`src/rtl/bfcpu_pkg.sv`:
```
// bfcpu_pkg: definitions shared by the bfcpu instruction-fetch blocks.
//   BFCPU_ADDR_WIDTH  - default instruction address width
//   BFCPU_IMEM_LENGTH - default instruction memory length in bytes
//   fetch_state_e     - fetch FSM states (IDLE / REQ / GAP)
package bfcpu_pkg;

    localparam int BFCPU_ADDR_WIDTH  = 16;
    localparam int BFCPU_IMEM_LENGTH = 1024;

    typedef enum logic [1:0] {
        IDLE = 2'd0,
        REQ  = 2'd1,
        GAP  = 2'd2
    } fetch_state_e;

endpackage

```
`src/rtl/i_fetch_fifo.sv`:
```
// i_fetch_fifo: synchronous first-word-fall-through FIFO.
// DEPTH must be a power of two and at least 2.
// Ports:
//   clk, rst_n   - clock, asynchronous active-low reset
//   push_i       - write push_data_i (ignored when full or flushing)
//   push_data_i  - write data
//   pop_i        - drop the head entry (ignored when empty or flushing)
//   flush_i      - empty the FIFO at the clock edge; overrides push/pop
//   head_o       - head entry, valid whenever empty_o is low
//   count_o      - number of stored entries
//   empty_o      - no entries stored
//   full_o       - DEPTH entries stored
module i_fetch_fifo
    import bfcpu_pkg::*;
#(
    parameter int WIDTH = 24,
    parameter int DEPTH = 4
) (
    input  logic                     clk,
    input  logic                     rst_n,
    input  logic                     push_i,
    input  logic [WIDTH-1:0]         push_data_i,
    input  logic                     pop_i,
    input  logic                     flush_i,
    output logic [WIDTH-1:0]         head_o,
    output logic [$clog2(DEPTH):0]   count_o,
    output logic                     empty_o,
    output logic                     full_o
);

    localparam int PTRW = $clog2(DEPTH);
    localparam int CW   = PTRW + 1;

    logic [WIDTH-1:0] mem_q [DEPTH];
    logic [PTRW-1:0]  rd_ptr_q, wr_ptr_q;
    logic [CW-1:0]    count_q;
    logic             do_push, do_pop;

    assign empty_o = (count_q == '0);
    assign full_o  = (count_q == CW'(DEPTH));
    assign count_o = count_q;
    assign head_o  = mem_q[rd_ptr_q];

    assign do_push = push_i && !full_o && !flush_i;
    assign do_pop  = pop_i && !empty_o && !flush_i;

    // Pointers wrap naturally because DEPTH is a power of two.
    always_ff @(posedge clk or negedge rst_n) begin
        if (!rst_n) begin
            rd_ptr_q <= '0;
            wr_ptr_q <= '0;
            count_q  <= '0;
        end else if (flush_i) begin
            rd_ptr_q <= '0;
            wr_ptr_q <= '0;
            count_q  <= '0;
        end else begin
            if (do_push) wr_ptr_q <= wr_ptr_q + PTRW'(1);
            if (do_pop)  rd_ptr_q <= rd_ptr_q + PTRW'(1);
            case ({do_push, do_pop})
                2'b10:   count_q <= count_q + CW'(1);
                2'b01:   count_q <= count_q - CW'(1);
                default: count_q <= count_q;
            endcase
        end
    end

    // Storage needs no reset: entries are only visible once counted.
    always_ff @(posedge clk) begin
        if (do_push) mem_q[wr_ptr_q] <= push_data_i;
    end

endmodule

```
`src/rtl/i_fetch_icecream_v1.sv`:
```
// i_fetch_icecream_v1: instruction-fetch initiator for the bfcpu core.
// Issues one request/ack read per byte, prefetches sequential opcode bytes
// into a FWFT FIFO and hands them to the decoder over valid/ready.
// Redirects flush the FIFO and restart fetch at a new address.
// Optional feature macro: BFCPU_IFETCH_PERF_EN adds output fetch_count.
// Ports:
//   clk, rst_n            - clock, asynchronous active-low reset
//   redir_valid/addr      - one-cycle redirect to a new fetch address
//   ins_valid/data/addr   - head instruction byte and its address
//   ins_ready             - decoder consumes head on valid && ready
//   end_of_mem            - fetch reached i_mem_length, FIFO empty, idle
//   i_req/i_addr          - memory request (held until ack)
//   i_ack/i_rdata         - memory acknowledge and read data
//   fetch_count           - accepted acks, saturating (macro only)
module i_fetch_icecream_v1
    import bfcpu_pkg::*;
#(
    parameter int i_addr_width = BFCPU_ADDR_WIDTH,
    parameter int i_mem_length = BFCPU_IMEM_LENGTH,
    parameter int fifo_depth   = 4
) (
    input  logic                    clk,
    input  logic                    rst_n,
    input  logic                    redir_valid,
    input  logic [i_addr_width-1:0] redir_addr,
    output logic                    ins_valid,
    output logic [7:0]              ins_data,
    output logic [i_addr_width-1:0] ins_addr,
    input  logic                    ins_ready,
    output logic                    end_of_mem,
    output logic                    i_req,
    output logic [i_addr_width-1:0] i_addr,
    input  logic                    i_ack,
    input  logic [7:0]              i_rdata
`ifdef BFCPU_IFETCH_PERF_EN
   ,output logic [31:0]             fetch_count
`endif
);

    localparam int AW = i_addr_width;
    localparam int PW = i_addr_width + 1;
    localparam int CW = $clog2(fifo_depth) + 1;
    localparam logic [PW-1:0] MEM_LEN = PW'(i_mem_length);
    localparam logic [CW:0]   DEPTH_L = (CW + 1)'(fifo_depth);

    fetch_state_e    state_q, state_d;
    logic [PW-1:0]   fetch_pc_q, fetch_pc_d;
    logic            i_req_q, i_req_d;
    logic [AW-1:0]   i_addr_q, i_addr_d;
    logic            stale_q, stale_d;

    logic            push;
    logic            ack_take;
    logic            can_issue;
    logic [CW:0]     in_flight;
    logic [CW-1:0]   fifo_count;
    logic            fifo_empty, fifo_full;
    logic [AW+7:0]   fifo_head;

    assign ack_take  = (state_q == REQ) && i_ack;
    // The outstanding request already owns a FIFO slot, so a push can never overflow.
    assign in_flight = {1'b0, fifo_count} + (CW + 1)'(state_q == REQ);
    // No issue in a redirect cycle: it would fetch from the address being abandoned.
    assign can_issue = !fifo_full && (in_flight < DEPTH_L) &&
                       (fetch_pc_q < MEM_LEN) && !redir_valid;
    assign push      = ack_take && !stale_q && !redir_valid;

    always_comb begin
        state_d    = state_q;
        fetch_pc_d = fetch_pc_q;
        i_req_d    = i_req_q;
        i_addr_d   = i_addr_q;
        stale_d    = stale_q;
        case (state_q)
            IDLE: begin
                if (can_issue) begin
                    state_d  = REQ;
                    i_req_d  = 1'b1;
                    i_addr_d = fetch_pc_q[AW-1:0];
                end
            end
            REQ: begin
                if (redir_valid) stale_d = 1'b1;
                if (i_ack) begin
                    // A stale ack leaves fetch_pc at the redirect target.
                    if (!stale_q && !redir_valid) fetch_pc_d = fetch_pc_q + PW'(1);
                    i_req_d = 1'b0;
                    stale_d = 1'b0;
                    state_d = GAP;
                end
            end
            GAP: state_d = IDLE;
            default: state_d = IDLE;
        endcase
        if (redir_valid) fetch_pc_d = {1'b0, redir_addr};
    end

    always_ff @(posedge clk or negedge rst_n) begin
        if (!rst_n) begin
            state_q    <= IDLE;
            fetch_pc_q <= '0;
            i_req_q    <= 1'b0;
            i_addr_q   <= '0;
            stale_q    <= 1'b0;
        end else begin
            state_q    <= state_d;
            fetch_pc_q <= fetch_pc_d;
            i_req_q    <= i_req_d;
            i_addr_q   <= i_addr_d;
            stale_q    <= stale_d;
        end
    end

    i_fetch_fifo #(
        .WIDTH (AW + 8),
        .DEPTH (fifo_depth)
    ) u_fifo (
        .clk         (clk),
        .rst_n       (rst_n),
        .push_i      (push),
        .push_data_i ({i_addr_q, i_rdata}),
        .pop_i       (ins_valid && ins_ready),
        .flush_i     (redir_valid),
        .head_o      (fifo_head),
        .count_o     (fifo_count),
        .empty_o     (fifo_empty),
        .full_o      (fifo_full)
    );

    assign i_req      = i_req_q;
    assign i_addr     = i_addr_q;
    assign ins_valid  = !fifo_empty;
    assign ins_addr   = fifo_head[AW+7:8];
    assign ins_data   = fifo_head[7:0];
    assign end_of_mem = (fetch_pc_q >= MEM_LEN) && fifo_empty && (state_q == IDLE);

`ifdef BFCPU_IFETCH_PERF_EN
    logic [31:0] fetch_count_q;

    // Counts every accepted ack, stale ones included, saturating at all-ones.
    always_ff @(posedge clk or negedge rst_n) begin
        if (!rst_n) begin
            fetch_count_q <= '0;
        end else if (ack_take && (fetch_count_q != '1)) begin
            fetch_count_q <= fetch_count_q + 32'd1;
        end
    end

    assign fetch_count = fetch_count_q;
`endif

endmodule
```
`config.mk`:
```
export PLATFORM = sky130hd
export DESIGN_NAME = i_fetch_icecream_v1
export DESIGN_NICKNAME = d
export VERILOG_FILES = /design/src/rtl/bfcpu_pkg.sv /design/src/rtl/i_fetch_fifo.sv /design/src/rtl/i_fetch_icecream_v1.sv
export SDC_FILE = /design/constraint.sdc
export NUM_CORES = 1
export LEC_CHECK = 0
export CAP_MARGIN = 25
export CORE_UTILIZATION = 35
export CTS_BUF_LIST = sky130_fd_sc_hd__clkbuf_8 sky130_fd_sc_hd__clkbuf_16
export DETAILED_ROUTE_END_ITERATION = 10
export DONT_BUFFER_PORTS = 1
export REMOVE_ABC_BUFFERS = 1
export SLEW_MARGIN = 20
export SYNTH_ARGS = -nofsm -noshare
export SYNTH_HDL_FRONTEND = slang
export SYNTH_SLANG_ARGS = --single-unit
```
`constraint.sdc`:
```
create_clock -name clk -period 5.5 [get_ports clk]
set_clock_uncertainty 0.2 [all_clocks]
set_input_delay 1.375 -clock clk [delete_from_list [all_inputs] [get_ports clk]]
set_output_delay 1.375 -clock clk [all_outputs]
set_load 0.01 [all_outputs]
```
[Word level (Yosys, flattened, before mapping)]
Memories as Yosys holds them, arrays and structs flattened.
Cells that the tools add are included.
Storage, ports and cells
  memories: 1
  output and inout port bits: 43
  memory bits (writable): 96
  bits in read-only memories: 0
  logic and storage cells: 76
  bits in latches: 0
  register bits after elaboration: 44
Memory list
  u_fifo.mem_q: words 4, bits a word 24, read ports 1, clocked after Yosys merged registers in 0, write ports 1, RTL line i_fetch_fifo.sv:34  | logic [WIDTH-1:0] mem_q [DEPTH];
Operators by class
  divide/modulo/power cells: 0
  reduce and logical (&&, ||, !) cells: 32
  $mul: 0
  bitwise logic cells: 0
  add/sub/neg operators: 6
  shift-type cells: 0
  mux-type cells: 20
  $lt $le $gt $ge: 3
  equality and inequality tests: 6
Operator list (count)
  $mux W17: 4
  $add A17 B1 Y17 const B: 1
  $ge A17 B11 Y1 const B: 1
  $lt A17 B11 Y1 const B: 1
  $logic_and A1 B1 Y1: 14
  $mux W2: 6
  $reduce_bool A2 Y1: 6
  $mux W1: 6
  $pmux W3 S2: 1
  $reduce_and A2 Y1: 3
  $reduce_and A3 Y1: 2
  $add A2 B1 Y2 const B: 2
  $add A3 B1 Y4: 1
  $eq A2 B1 Y1 const B: 2
  $logic_not A1 Y1: 4
  $lt A4 B3 Y1 const B: 1
  $ne A2 B2 Y1 const B: 2
  $pmux W2 S2: 1
  $add A3 B1 Y3 const B: 1
  $eq A3 B3 Y1 const B: 1
  $logic_not A3 Y1: 1
  $mux W3: 1
  $reduce_bool A3 Y1: 1
  $sub A3 B1 Y3 const B: 1
  other kinds (3): 3

[Depth between registers and ports, before layout]
Gate-level depths: netlist (run 1).
  depth in word-level cells: 9
  mapped depth: 9

[Modules after synthesis]
From an unflattened synthesis (run 1), not the netlist that was laid out.
Second synthesis, totals
  cell total of the unflattened synthesis: 367
  area total of the unflattened synthesis: 5888.1 um^2
Modules (own cells, without submodules)
  i_fetch_fifo: area an instance 4025.1 um^2, times used 1, seq. area each 3057.9 um^2, cells each 190
  i_fetch_icecream_v1: area an instance 1863.0 um^2, times used 1, seq. area each 925.9 um^2, cells each 177

[Worst setup path before layout (run 1)]
Ideal clock, no wire load.
  path kind: input-to-reg
  start point: in i_ack
  end point: reg u_fifo.count_q[2], in the netlist u_fifo.count_o[2]
  setup slack: 1.995 ns
  arrival: 3.227 ns
  setup time: 0.078 ns
  cell stages on the path: 9
  cell sequence: and4bb_2 -> buf_2 -> nand2_1 -> a21oi_1 -> nor3_1 -> fa_1 -> or3_1 -> a22o_1 -> a21oi_1
On the way
  word-level cells in the longest chain between the ends: 8
  elaborated cells on any way between the ends: 10
  those cells by class: eq/ne (2); mux (2); reduce/logical (6)
RTL lines
  start: declaration: RTL line i_fetch_icecream_v1.sv:33  | input logic i_ack,
  $logic_and A1 B1 Y1 (*): RTL line i_fetch_icecream_v1.sv:60  | assign ack_take = (state_q == REQ) && i_ack;
  $logic_and A1 B1 Y1 (*) (2 in series): RTL line i_fetch_icecream_v1.sv:66  | assign push = ack_take && !stale_q && !redir_valid;
  $logic_and A1 B1 Y1 (*) (2 in series): RTL line i_fetch_fifo.sv:44  | assign do_push = push_i && !full_o && !flush_i;
  $eq A2 B1 Y1 / $eq A2 B2 Y1 (equally long branches): RTL line i_fetch_fifo.sv:60  | case ({do_push, do_pop})
  $pmux W3 S2: RTL line i_fetch_fifo.sv:60
  $mux W3: RTL line i_fetch_fifo.sv:53  | end else if (flush_i) begin
  end signal: assignment: RTL line i_fetch_fifo.sv:61  | 2'b10: count_q <= count_q + CW'(1);
  end signal: assignment: RTL line i_fetch_fifo.sv:62  | 2'b01: count_q <= count_q - CW'(1);
  end signal: assignment: RTL line i_fetch_fifo.sv:63  | default: count_q <= count_q;
  end: declaration: RTL line i_fetch_fifo.sv:36  | logic [CW-1:0] count_q;
Every way passes the cells marked *; elsewhere a longest branch is shown, timed or not.
A chain may end at the register's enable or synchronous reset.

[Worst setup path in the final report (run 1)]
  start point: reg u_fifo.count_q[2], in the netlist u_fifo.count_o[2]
  end point: out end_of_mem
On the way
  word-level cells in the longest chain between the ends: 3
RTL lines
  $logic_not A3 Y1: RTL line i_fetch_fifo.sv:39  | assign empty_o = (count_q == '0);
  $logic_and A1 B1 Y1 (2 in series): RTL line i_fetch_icecream_v1.sv:135  | assign end_of_mem = (fetch_pc_q >= MEM_LEN) && fifo_empty && (state_q == IDLE);
  end: declaration: RTL line i_fetch_icecream_v1.sv:30  | output logic end_of_mem,
Every way passes these cells.

==> PnR_summary.wiki, run 1 <==
{| class="wikitable"
! Metric !! Value
|-
| Top FF cell, synth || edfxtp_1
|-
| Total global-route track usage || 14.4%
|-
| Leakage power summed over all cells || about 0.0022 uW
|-
| Most area-consuming cells after synthesis || edfxtp_1 (50%), dfrtp_1 (19%), mux4_2 (9.4%), mux2_2 (2.0%), xnor2_1 (1.7%)
|-
| Fraction of the mapped netlist area in simple logic gates || 9.09%
|-
| Post-synthesis share of cell area spent on full adders, half adders and majority gates || 1.66%
|-
| Detailed Routing Iterations Pass 1 || 4
|-
| Num rows || 46
|-
| Latest clock arrival within the worst-skew pair || slightly above 400 ps
|-
| Worst vdd ir || 241 uV
|-
| Number of diodes added for antenna fixing || 0
|-
| Slowest-stage cell, CP || nor4_1
|-
| Share of layout cells above drive strength 1 || 21.5%
|-
| Proportion of synthesized chip area in sequential cells || a little over two thirds
|-
| Setup TNS || 0 ps
|-
| Hold violation count in the final report || 0
|-
| Leading area contributor after synthesis || edfxtp_1
|-
| Max-Cap Viols || 0
|-
| Unrepaired setup endpoints after global routing || no
|-
| Die height || 130 um
|-
| Fmax || 274 MHz
|-
| Clock slew at the register clock pins of the worst setup and hold paths || 60 ps
|-
| Critical path endpoint category || output pin
|-
| CTS resizes || 0
|-
| Number of antenna violations at the first check in global routing || 0
|-
| Pin slew with the least headroom to its limit || 911 ps
|-
| Initial drt markers || 177
|-
| Overflow left after global routing || 0
|-
| Min-Delay Path Depth || 2
|-
| Area of the die || 16900 um2
|-
| Total wire length after detailed routing || 11100 um
|-
| Count of flip-flops with a built-in enable after synthesis || 96
|-
| Area share of the largest cell type after synthesis || 50.3%
|-
| Filler Cells Inserted || 1420
|-
| HP Class || reg2reg
|-
| Maximum fanout along the worst path || 9
|-
| Final number of max-transition violations || 0
|-
| Clk sinks || 140
|-
| Fraction of synthesized area in multiplexers || 12.3%
|-
| Number of distinct standard cells referenced by the synthesized netlist || 46
|-
| Count of vias placed by the detailed router || 2930
|-
| Root buffer selected by CTS || clkbuf_16
|-
| Register bit count reported by yosys || between 100 and 150
|-
| Pin count of the biggest net entering global routing || 45
|-
| Result of the run || complete, no violations
|-
| Mapped Area || 5730 um2
|-
| Warnings from Yosys || 0
|-
| Critical Path RT || 3920 ps
|-
| Worst reg2reg setup slack || 2620 ps
|-
| FF+latch area || around 4000 um2
|-
| NumNets Final || just under 400
|-
| Post-Synth XOR/XNOR Area || 2.14%
|-
| Area inside the core boundary || roughly 16000 um2
|-
| Routability cong. || between 0.8 and 0.9
|-
| Worst setup path class || reg2out
|-
| Post-synthesis to final-layout area growth || 14.2%
|-
| Kind of start point of the critical path || flop
|-
| First-pass GRT wire length || 17300 um
|-
| Routed length per instance || 19.0 um
|-
| Design Power || 2400 uW
|-
| Area fraction in compound gates after synthesis || under 10%
|-
| Finished layout cell area || 6540 um2
|-
| Per-instance average area after synthesis || 16.6 um2
|-
| Final period utilization || 66.3%
|-
| Tmin final || 3640 ps
|-
| Combined area of the multi-input logic cells || 1640 um2
|-
| Reg2reg path depth || 8
|-
| Post-detailed-placement cell area || slightly below 6000 um2
|-
| Post-CTS Hold Buffers || 0
|-
| Clock H-tree levels || 4
|-
| Number of top-level pins || 72
|-
| Maximum root-to-sink buffer count || 2
|-
| Setup fix buffers added after clock tree synthesis || 0
|-
| Dominant combinational cell family by area after synthesis || multiplexers
|-
| Vias per cell || 5.03
|-
| Buffers on Ports || 0
|-
| Effective utilization at floorplan || 35.9%
|-
| TritonCTS clock tree || yes
|-
| Vias in the first global route || between 3000 and 4000
|-
| Remaining routing DRC violations || 0
|-
| Number of standard cells after synthesis || 345
|-
| Share of flip-flops with an asynchronous set or reset after synthesis || a little under a third
|-
| Crit path arrival time || a little over 2000 ps
|-
| Half-perimeter wire length of the detailed placement result || 6950 um
|-
| Power per standard cell area || 368 nW/um2
|-
| ANT nets after route || 0
|-
| Horizontal die dimension || 130 um
|-
| Biggest cell delay along the critical path || 630 ps
|-
| Number of failing setup endpoints in the final timing report || 0
|-
| Cells along the critical path || or3_1, nor4_1
|-
| Worst relative slew slack || 39.3%
|-
| Number of clock buffers inserted by TritonCTS || 17
|}
## registers in the layout, indices dropped and copies added, names as in the netlist
signal / cells
fetch_pc_q: 17
stale_q: 1
u_fifo.mem_q: 96
i_addr: 16
u_fifo.wr_ptr_q: 2
i_req: 1
u_fifo.count_o: 3
u_fifo.rd_ptr_q: 2
state_q: 2
## critical path, delay by kind of cell, from the launching register on
family	cells	cell delay, ps
simple gates	2	1190
flops	1	470
## report_power, final
part	internal [uW]	leakage (uW)	switching [uW]
clock	666	0.000280	431
sequential	1170	0.00139	62.4
combinational	45.2	0.000564	30.6
## synthesized netlist by cell type, types with 2 or more instances
| master | instances |
|---|---|
| edfxtp_1 | 96 |
| dfrtp_1 | 44 |
| mux4_2 | 24 |
| nand2_1 | 24 |
| o21ai_0 | 18 |
| nor2_1 | 12 |
| and2_1 | 11 |
| xnor2_1 | 11 |
| clkbuf_1 | 10 |
| mux2_2 | 10 |
| inv_1 | 8 |
| nor3_1 | 7 |
| ha_1 | 6 |
| nand3_1 | 6 |
| nor4_1 | 6 |
| a21oi_1 | 5 |
| buf_2 | 4 |
| or3_1 | 4 |
| a31oi_1 | 3 |
| xor2_1 | 3 |
| mux2_4 | 2 |
| mux2i_1 | 2 |
| nand2b_1 | 2 |
| nand4_1 | 2 |
| nor2b_1 | 2 |
| o31ai_1 | 2 |
| or4_1 | 2 |
## per-stage QoR
| stage | instances | hold WS (ps) | utilization, % | worst slack [ps] |
|---|---|---|---|---|
| 2_1_floorplan | 330 | 310 | - | 2040 |
| 5_1_grt | 583 | 379 | 41.0 | 1700 |
| 6_report | 583 | 338 | 41.0 | 1860 |
| 4_1_cts | 583 | 346 | 41.0 | 1780 |
| 3_5_place_dp | 551 | 334 | 37.4 | 1760 |
| 3_3_place_gp | 551 | 321 | 37.4 | 1870 |
## worst paths after layout
path	end	start
setup / recovery	end_of_mem	u_fifo.count_o[2]
setup reg to reg	u_fifo.count_o[2]	state_q[1]
hold reg to reg	u_fifo.rd_ptr_q[1]	u_fifo.rd_ptr_q[1]
hold / removal	u_fifo.rd_ptr_q[1]	u_fifo.rd_ptr_q[1]
max in group asynchronous	i_addr[3]	rst_n
min in group asynchronous	i_addr[8]	rst_n
## layer usage
metal  wire (um)  track usage (%)  part of all wire (%)  up-vias
met5           0                0                     0        -
li1            -                -                     -     1345
met2        5620             23.9                    51       81
met3         880             6.48                   7.9       11
met1        4470             16.5                    40     1493
met4         125             5.20                   1.1        0
## logic make-up after synthesis
logic type,after synthesis
flip-flops,140
AND/OR/NAND/NOR,89
multiplexers,38
AO/OA/AOI/OAI,34
buffers and inverters,23
XOR/XNOR,14
adder cells (fa/ha/maj),7
## cells in the final DEF (no fill, tap or decap), drive strengths merged, types with 3 or more instances in the layout
cell	n
mux2	12
a21oi	5
nor2	12
nor4	7
or4	3
nand4	3
nand3	6
a31oi	3
o21ai	18
clkinvlp	4
dfrtp	44
clkbuf	17
mux4	24
nand2	25
nor3	7
buf	5
and2	11
xnor2	11
inv	15
ha	6
edfxtp	96
or3	5
xor2	3
## final cells by class
| class | instances | share of cell area (%) |
|---|---|---|
| Inverter | 8 | 0.459 |
| Multi-Input combinational cell | 182 | 25.1 |
| Tap cell | 216 | 4.13 |
| Clock buffer | 17 | 6.50 |
| Sequential cell | 140 | 60.9 |
| Timing Repair Buffer | 5 | 0.574 |
| Clock inverter | 15 | 2.30 |
Power figures use the tool's default switching activity.
==> inputs of run 2 (changes only) <==
==> constraint.sdc (replaced) <==
create_clock -name clk -period 3.3 [get_ports clk]
set_clock_uncertainty 0.2 [all_clocks]
set_input_delay 0.825 -clock clk [delete_from_list [all_inputs] [get_ports clk]]
set_output_delay 0.825 -clock clk [all_outputs]
set_load 0.01 [all_outputs]
==> run 2 against run 1 <==
Core utilization is 0.45 points higher; sequential share of layout area is 0.66 points lower; non-clock buffer count grew 5; power grew 68%; die area is the same; critical path type unchanged; highest routed layer unchanged.
==> PnR_summary.wiki, run 2 (synthesis results as in run 1) <==
{| class="wikitable"
! Metric !! Value
|-
| Effective utilization at floorplan || a little over a third
|-
| Leakage power summed over all cells || around 0.0023 uW
|-
| Total global-route track usage || 14.7%
|-
| Routed length per instance || 19.0 um
|-
| Worst reg2reg setup slack || approximately 610 ps
|-
| Reg2reg path depth || 7
|-
| Detailed Routing Iterations Pass 1 || 4
|-
| Half-perimeter wire length of the detailed placement result || 6750 um
|-
| Finished layout cell area || 6610 um2
|-
| HP Class || in2async
|-
| Number of top-level pins || just over 70
|-
| Hold violation count in the final report || 0
|-
| Routability cong. || 0.743
|-
| Kind of start point of the critical path || flop
|-
| WL met1 || 4710 um
|-
| Die height || 130 um
|-
| Vias in the first global route || 3142
|-
| Final period utilization || 89.8%
|-
| Number of failing setup endpoints in the final timing report || 0
|-
| Largest register FFs || 96
|-
| Count of vias placed by the detailed router || 2948
|-
| Placed Cells || 555
|-
| Pin count of the biggest net entering global routing || 45
|-
| First-pass GRT wire length || 17600 um
|-
| Leading cell types in the layout, fill and taps excluded || edfxtp_1 (96), dfrtp_1 (43), nand2_1 (24), mux4_2 (24), o21ai_0 (18)
|-
| Post-synthesis to final-layout area growth || 15.5%
|-
| Maximum root-to-sink buffer count || 2
|-
| Unrepaired setup endpoints after global routing || no
|-
| Critical path endpoint category || output pin
|-
| Setup fix buffers added after clock tree synthesis || 0
|-
| Worst relative slew slack || 67.4%
|-
| Wire length on met3 || 893 um
|-
| Launch point of the worst reg-to-reg path || u_fifo.count_o[2]
|-
| Share of layout cells above drive strength 1 || 22.6%
|-
| Max-Cap Viols || 0
|-
| Clock slew at the register clock pins of the worst setup and hold paths || ~60 ps
|-
| FF+latch area || around 4000 um2
|-
| Crit path arrival time || 1940 ps
|-
| Fmax || 338 MHz
|-
| Count of placed standard cells in the final layout, fillers left out || 588
|-
| Initial drt markers || 182
|-
| Capturing point of the worst reg2reg path || u_fifo.count_o[2]
|-
| Critical Path RT || 2270 ps
|-
| Leading cell type in the layout, fill and taps excluded || edfxtp_1
|-
| Buffers on Ports || 0
|-
| Register bank with the most flops || u_fifo.mem_q
|-
| Area of the die || approximately 17000 um2
|-
| Number of diodes added for antenna fixing || 0
|-
| Area inside the core boundary || 15900 um2
|-
| Pin slew with the least headroom to its limit || 486 ps
|-
| Combined area of the multi-input logic cells || 1640 um2
|-
| Final number of max-transition violations || 0
|-
| Number of antenna violations at the first check in global routing || 0
|-
| NumNets Final || 395
|-
| Root buffer selected by CTS || clkbuf_16
|-
| ANT nets after route || 0
|-
| Number of clock buffers inserted by TritonCTS || 17
|-
| Post-detailed-placement cell area || 6010 um2
|-
| Detailed-routed wire length on met2 || about 5400 um
|-
| Remaining routing DRC violations || 0
|-
| TritonCTS clock tree || yes
|-
| Latest clock arrival within the worst-skew pair || 410 ps
|-
| Vias per cell || approximately 5.0
|-
| Filler Cells Inserted || 1456
|-
| Minimum setup slack in the final design || 337 ps
|-
| Total wire length after detailed routing || 11200 um
|-
| Clock H-tree levels || 4
|-
| Horizontal die dimension || 130 um
|-
| Overflow left after global routing || 0
|-
| Clk sinks || 140
|-
| Top metal layer carrying routed signals || met4
|-
| Result of the run || complete, no violations
|-
| Setup TNS || 0 ps
|-
| Final-layout worst hold slack || 55.7 ps
|-
| Setup slack at placement || 395 ps
|-
| Power per standard cell area || 611 nW/um2
|-
| Tmin final || 2960 ps
|-
| Worst setup path class || reg2out
|-
| Num rows || 46
|-
| Maximum fanout along the worst path || 8
|-
| Worst vdd ir || 383 uV
|}
==> run 2: changes by cell type in the layout (fill, tap and decap cells not counted) <==
cell and delta:
inv_1 -1, clkinvlp_4 -1, inv_6 -2, clkinv_4 +3
buf_16 +1, buf_4 +3, buf_12 +1, clkinv_1 +1
==> run 2: routing by layer <==
layer	global-route usage (%)	vias to the layer above
met1	17.8	1478
met2	24.0	106
met4	5.75	0
met3	5.45	8
li1	-	1356
met5	0	-
==> run 2: cell type report <==
type                    instances  share of cell area (%)
repair buffers                 10                    1.63
clock buffers                  17                    6.43
clock inverters                15                    2.29
multi-input cells             182                    24.8
inverters                       8                   0.454
flip-flops and latches        140                    60.3
well taps                     216                    4.09
==> run 2: how the worst max path moves through the flow <==
stage | from | to | slack (ps) | cells past startpoint
after global routing | fetch_pc_q[12] | end_of_mem | 290 | 4
final | fetch_pc_q[12] | end_of_mem | 340 | 4
after detailed placement | i_ack | u_fifo.count_o[2] | 400 | 8
after floorplan | i_ack | u_fifo.count_o[2] | 390 | 8
after CTS | fetch_pc_q[12] | end_of_mem | 340 | 4
after global placement | i_ack | u_fifo.count_o[2] | 420 | 8
==> run 2: worst max-delay path, cell delays in order, from the launching register on <==
cell     delay (ps)
dfrtp_1         460
or4_4           580
nor4_4          240
nor4_1           90
buf_4           150
==> run 2: power breakdown <==
group          switching, uW  internal, uW
sequential              93.9          1950
clock                    733          1110
combinational           71.3          84.1
==> run 2: repair_timing <==
action                    CTS  global route
resized for setup           0             0
hold buffers                1             0
hold endpoints to repair   44             0
==> run 2: metrics by stage <==
step | total power [uW] | util [%]
5_1_grt | 4200 | 41.5
6_report | 4040 | 41.5
3_5_place_dp | 2220 | 37.7
4_1_cts | 4090 | 41.5
3_3_place_gp | 2220 | 37.7
2_1_floorplan | 2170 | -
